===== src/rtl/quad_step_monitor_if.sv =====
// quad_step_monitor_if
//   Bundles the sequencer state bus, the clear strobe and the monitor's
//   registered results so the monitor and its consumer share one port.
//
//   Handshake: none. `state` and `clr` are sampled on every rising clk edge
//   with no valid/ready qualification; every output is a register that
//   changes only on that edge. The slave side never back-pressures.
//
//   master : drives state/clr, observes results (sequencer side / bench)
//   slave  : the monitor itself
//   dbg_prev exposes the monitor's internal copy of the previous state.
interface quad_step_monitor_if #(
  parameter int POS_W = 8,
  parameter int ERR_W = 4
);
  logic [1:0]       state;
  logic             clr;
  logic [POS_W-1:0] position;
  logic             dir;
  logic             step_valid;
  logic             err;
  logic [ERR_W-1:0] err_cnt;
  logic             stall;
  logic [1:0]       dbg_prev;

  modport master (
    output state, clr,
    input  position, dir, step_valid, err, err_cnt, stall, dbg_prev
  );

  modport slave (
    input  state, clr,
    output position, dir, step_valid, err, err_cnt, stall, dbg_prev
  );
endinterface


===== src/rtl/quad_step_monitor.sv =====
// quad_step_monitor
//   Watches the 2-bit Gray-coded state of the upstream sequencer. Single-bit
//   transitions are forward/backward steps accumulated into a wrapping
//   position; two-bit jumps are counted as errors; a stall flag rises after
//   STALL_CYC consecutive cycles without a legal step.
//
//   Ports:
//     clk    : rising-edge clock
//     reset  : asynchronous, active-high reset
//     bus    : quad_step_monitor_if.slave
//              in : state[1:0], clr
//              out: position, dir, step_valid, err, err_cnt, stall, dbg_prev
module quad_step_monitor #(
  parameter int POS_W     = 8,
  parameter int ERR_W     = 4,
  parameter int STALL_CYC = 16
) (
  input logic                clk,
  input logic                reset,
  quad_step_monitor_if.slave bus
);

  localparam int               SC_W      = $clog2(STALL_CYC + 1);
  localparam logic [SC_W-1:0]  STALL_MAX = SC_W'(STALL_CYC);
  localparam logic [ERR_W-1:0] ERR_MAX   = '1;

  typedef enum logic [1:0] {
    STEP_IDLE,
    STEP_FWD,
    STEP_BWD,
    STEP_ILLEGAL
  } step_e;

  logic [1:0]       prev_q;
  logic [POS_W-1:0] position_q;
  logic             dir_q;
  logic             step_valid_q;
  logic             err_q;
  logic [ERR_W-1:0] err_cnt_q;
  logic [SC_W-1:0]  stall_cnt_q;
  logic             stall_q;

  step_e           step_kind;
  logic [SC_W-1:0] stall_cnt_inc;

  // Forward order is 00 -> 01 -> 11 -> 10 -> 00; backward is the reverse.
  always_comb begin
    step_kind = STEP_IDLE;
    case ({prev_q, bus.state})
      4'b00_01, 4'b01_11, 4'b11_10, 4'b10_00: step_kind = STEP_FWD;
      4'b01_00, 4'b11_01, 4'b10_11, 4'b00_10: step_kind = STEP_BWD;
      4'b00_11, 4'b11_00, 4'b01_10, 4'b10_01: step_kind = STEP_ILLEGAL;
      default:                                step_kind = STEP_IDLE;
    endcase
  end

  // Stall counter saturates at STALL_CYC; stall is high exactly while it sits there.
  always_comb begin
    stall_cnt_inc = stall_cnt_q;
    if (stall_cnt_q != STALL_MAX) stall_cnt_inc = stall_cnt_q + 1'b1;
  end

  always_ff @(posedge clk or posedge reset) begin
    if (reset) begin
      prev_q       <= 2'b00;
      position_q   <= '0;
      dir_q        <= 1'b1;
      step_valid_q <= 1'b0;
      err_q        <= 1'b0;
      err_cnt_q    <= '0;
      stall_cnt_q  <= '0;
      stall_q      <= 1'b0;
    end else begin
      prev_q       <= bus.state;
      step_valid_q <= 1'b0;

      case (step_kind)
        STEP_FWD: begin
          position_q   <= position_q + 1'b1;
          dir_q        <= 1'b1;
          step_valid_q <= 1'b1;
          stall_cnt_q  <= '0;
          stall_q      <= 1'b0;
        end
        STEP_BWD: begin
          position_q   <= position_q - 1'b1;
          dir_q        <= 1'b0;
          step_valid_q <= 1'b1;
          stall_cnt_q  <= '0;
          stall_q      <= 1'b0;
        end
        STEP_ILLEGAL: begin
          // A jump is not progress, so it also feeds the stall counter.
          err_q       <= 1'b1;
          if (err_cnt_q != ERR_MAX) err_cnt_q <= err_cnt_q + 1'b1;
          stall_cnt_q <= stall_cnt_inc;
          stall_q     <= (stall_cnt_inc == STALL_MAX);
        end
        default: begin
          stall_cnt_q <= stall_cnt_inc;
          stall_q     <= (stall_cnt_inc == STALL_MAX);
        end
      endcase

      // clr overrides bookkeeping but leaves dir/step_valid/prev from this edge.
      if (bus.clr) begin
        position_q  <= '0;
        err_q       <= 1'b0;
        err_cnt_q   <= '0;
        stall_cnt_q <= '0;
        stall_q     <= 1'b0;
      end
    end
  end

  assign bus.position   = position_q;
  assign bus.dir        = dir_q;
  assign bus.step_valid = step_valid_q;
  assign bus.err        = err_q;
  assign bus.err_cnt    = err_cnt_q;
  assign bus.stall      = stall_q;
  assign bus.dbg_prev   = prev_q;

endmodule


===== src/flat_wrapper.sv =====
// flat-port wrapper written by rule: the top's interface ports become plain ports
module quad_step_monitor_flat 
#(
  parameter int POS_W     = 8,
  parameter int ERR_W     = 4,
  parameter int STALL_CYC = 16
)
  (clk, reset, bus_state, bus_clr, bus_position, bus_dir, bus_step_valid, bus_err, bus_err_cnt, bus_stall, bus_dbg_prev);
  quad_step_monitor_if #(.POS_W(POS_W), .ERR_W(ERR_W)) bus_i ();
  input logic clk;
  input logic reset;
  input wire logic [$bits(bus_i.state)-1:0] bus_state;
  input wire logic [$bits(bus_i.clr)-1:0] bus_clr;
  output wire logic [$bits(bus_i.position)-1:0] bus_position;
  output wire logic [$bits(bus_i.dir)-1:0] bus_dir;
  output wire logic [$bits(bus_i.step_valid)-1:0] bus_step_valid;
  output wire logic [$bits(bus_i.err)-1:0] bus_err;
  output wire logic [$bits(bus_i.err_cnt)-1:0] bus_err_cnt;
  output wire logic [$bits(bus_i.stall)-1:0] bus_stall;
  output wire logic [$bits(bus_i.dbg_prev)-1:0] bus_dbg_prev;
  assign bus_i.state = bus_state;
  assign bus_i.clr = bus_clr;
  assign bus_position = bus_i.position;
  assign bus_dir = bus_i.dir;
  assign bus_step_valid = bus_i.step_valid;
  assign bus_err = bus_i.err;
  assign bus_err_cnt = bus_i.err_cnt;
  assign bus_stall = bus_i.stall;
  assign bus_dbg_prev = bus_i.dbg_prev;
  quad_step_monitor #(.POS_W(POS_W), .ERR_W(ERR_W), .STALL_CYC(STALL_CYC)) u_core (.clk(clk), .reset(reset), .bus(bus_i));
endmodule

===== config.mk =====
export PLATFORM = sky130hd
export DESIGN_NAME = quad_step_monitor_flat
export DESIGN_NICKNAME = d
export VERILOG_FILES = /design/src/rtl/quad_step_monitor_if.sv /design/src/rtl/quad_step_monitor.sv /design/src/flat_wrapper.sv
export SDC_FILE = /design/constraint.sdc
export NUM_CORES = 1
export LEC_CHECK = 0
export CAP_MARGIN = 5
export CORE_MARGIN = 5
export CORE_UTILIZATION = 55
export DETAILED_ROUTE_END_ITERATION = 16
export PLACE_DENSITY_LB_ADDON = 0.2
export SYNTH_ARGS = -nofsm -noshare
export SYNTH_HDL_FRONTEND = slang
export SYNTH_SLANG_ARGS = --single-unit
export TNS_END_PERCENT = 5

===== constraint.sdc =====
create_clock -name clk -period 5.6 [get_ports clk]
set_input_delay 0.84 -clock clk [delete_from_list [all_inputs] [get_ports clk]]
set_output_delay 0.84 -clock clk [all_outputs]
set_load 0.01 [all_outputs]

==> impl_metrics.toml <==
[timing]
period_minus_slack_ns = 3.90
hold_viol = 0
fin_crit_sh = 0.696
setup-violations-final = 0
fin_tns_setup_ns = 0
finalClockSkew_ns = 0.00303
worst_slew_pin_slew_ns = 0.880
hold_ws_ns = 0.522
setup_ws_ns = 1.70
rsz0062_at_grt = "no"
max_freq_mhz = 257
max-slew-margin-rel = 0.413
slew_viol_final = 0

[drt]
drc = 0
wl_per_cell_um = 14.6
drt_iter0_drc = 37
vias = 1154
final_antenna_net_count = 0
dr.pass1.iters = 4
routed_wl_um = 2880
routed_via_density = 5.83

[critical_path]
critPathMostFrequentCell = "ha_1"
crit_type = "primary input to register"
cp-start-kind = "primary input"
crit_chain = "clkdlybuf4s50_1, mux2i_1, o21ai_0, ha_1, ha_1, a31o_2, a221oi_1, o21ai_1, nor4b_1, a311o_1"
cp_max_fo = 18
arrival_ns = 4.10
endpoint_kind = "register"
crit_buf_inv = 1
cp_top_family = "compound AO/OA/AOI/OAI gates"
required_ns = 5.81
cp_slowest_cell = "ha_1"
critPathMaxStageDelay_ns = 0.63

[placed_design]
place.port_buffers = 22
dp_slack_ns = 1.35
hpwl_um = 2160
gp_congestion = 0.811

[clock_tree]
clkLatencyLatePin_ns = 0.31
numClockSinks = 23
cts_buffer_depth = 2
cts_hold_buf = 0
cts_tree = "done"
cts_buffers = 3
clkTransAtPathRegs_ns = 0.13
cts_root_buf = "clkbuf_4"
h-tree-depth = 1
post-cts-setup-buffers = 0
post_cts_resized = 0

[finish]
syn_to_final_growth_pct = 18.2
diodes = 0
drive_gt1_frac = 0.0417
nFillCells = 202
fin_nets = 185

[floorplan]
die-area_um2 = 3650
die_w_um = 60.4
ioPinCount = 23
core_area_um2 = 2450
start_util = 0.570
rows = 18
die_h_um = 60.4

[synthesis]
syn_avg_cell_area_um2 = 9.65
syn-num-nets = 161
syn_inst = 145
synth_cell_types = 40
synth_edf_count = 0
synth_area_um2 = 1400
synthFlopType = "dfrtp_1"
yosysSeqAreaShare = 0.412
synthArstFlopShare = 1.00
yosysWarnings = 0
ys_seq_elements = 23

[flow_run]
cap_violations = 0

[pwr]
finalPower_mw = 0.391
ir_drop_mv = 0.137
power.leakage_nw = 0.761
p_per_area_nw_per_um2 = 237

[run_status]
status = "completed"

[min_path]
hold_path.class = "register to register"

[global_routing]
overflow = 0
grt_pass1_vias = 1144
grt_pass1_wl_um = 5000
gr-usage-all-layers = 0.180
grt_max_degree = 24
antenna_found_initial = 0
-- power breakdown --
part / leakage, nW / total (mW) / internal, mW / switching [mW]
clock network: 0.0150 / 0.0780 / 0.0278 / 0.0502
registers: 0.304 / 0.199 / 0.181 / 0.0181
logic: 0.442 / 0.114 / 0.0550 / 0.0589
total: 0.761 / 0.391 / 0.264 / 0.127
-- worst paths after layout --
kind / depth (start not counted) / end / slack (ns) / from
setup / recovery: 10 / u_core.bus.position[7] / 1.70 / bus_state[0]
hold / removal: 2 / u_core.bus.dir / 0.52 / u_core.bus.dir
setup reg to reg: 9 / u_core.bus.position[7] / 2.40 / u_core.bus.dbg_prev[0]
hold reg to reg: 2 / u_core.bus.dir / 0.52 / u_core.bus.dir
max in group asynchronous: 2 / u_core.stall_cnt_q[1] / 4.06 / reset
min in group asynchronous: 2 / u_core.stall_cnt_q[3] / 1.01 / reset
-- final cells by class --
cell class	count	area, µm²	area share
well taps	30	37.5	0.0227
flip-flops and latches	23	577	0.349
inverters	8	30.0	0.0182
repair buffers	22	220	0.133
clock buffers	4	26.3	0.0159
multi-input cells	111	763	0.461
-- metal layers --
metal	up-vias	share of wire	track usage
li1	561	-	-
met1	560	0.44	0.209
met2	29	0.51	0.329
met3	4	0.042	0.0277
met4	0	0.011	0.0743
met5	-	0	0
-- placed cells by master, fill, tap and decap left out, types with 2 or more instances in the layout --
cell / synthesis / routed
clkdlybuf4s50_1: 0 / 22
ha_1: 11 / 11
nor2b_1: 3 / 3
mux2i_1: 3 / 3
nand3_1: 11 / 11
nor2_1: 18 / 18
nand2_1: 10 / 10
xnor2_1: 4 / 4
dfrtp_1: 22 / 22
clkbuf_4: 0 / 3
o21ai_1: 3 / 3
and3_1: 2 / 2
o21ai_0: 6 / 6
and4b_1: 2 / 2
a21o_1: 2 / 2
xor2_1: 7 / 7
nor4b_1: 2 / 2
a21oi_1: 7 / 7
nor3_1: 2 / 2
inv_1: 8 / 8
-- synthesized netlist by cell type, drive strengths merged, types with 3 or more instances --
library cell,number,area share
xor2,8,0.055
a21oi,7,0.025
nor2b,3,0.013
xnor2,4,0.025
nand3,11,0.039
inv,8,0.021
nor2,18,0.048
nand2,10,0.027
mux2i,3,0.021
ha,11,0.098
o21ai,9,0.032
dfrtp,22,0.39
-- metrics by stage --
stage / utilization / area, µm² / std cells
2_1_floorplan: - / 1400 / 145
3_3_place_gp: 0.663 / 1630 / 194
3_5_place_dp: 0.663 / 1630 / 194
4_1_cts: 0.674 / 1650 / 198
5_1_grt: 0.674 / 1650 / 198
6_report: 0.674 / 1650 / 198
-- cell families (layout without fill, tap and decap cells) --
| group | count (synthesis) | in the layout | synth area share |
|---|---|---|---|
| buffers and inverters | 11 | 34 | 0.0420 |
| AOI/OAI and AO/OA | 30 | 30 | 0.144 |
| DFF | 23 | 23 | 0.412 |
| muxes | 3 | 3 | 0.0215 |
| xor gates and xnor gates | 12 | 12 | 0.0805 |
| and+or+nand+nor | 55 | 55 | 0.201 |
| adders and majority gates | 11 | 11 | 0.0984 |
-- sequential cells by signal (all words and copies together) (netlist names) --
signal	flops
u_core.bus.dbg_prev	2
u_core.bus.err	1
u_core.bus.dir	1
u_core.stall_cnt_q	5
u_core.bus.err_cnt	4
u_core.bus.stall	1
u_core.bus.position	8
u_core.bus.step_valid	1
-- worst min-delay path, cell delays in order (launching register included) --
cell	delay, ns
dfstp_2	0.40
nor2_1	0.09
a21oi_1	0.04
Note: power is estimated with default switching activity, not from simulation.
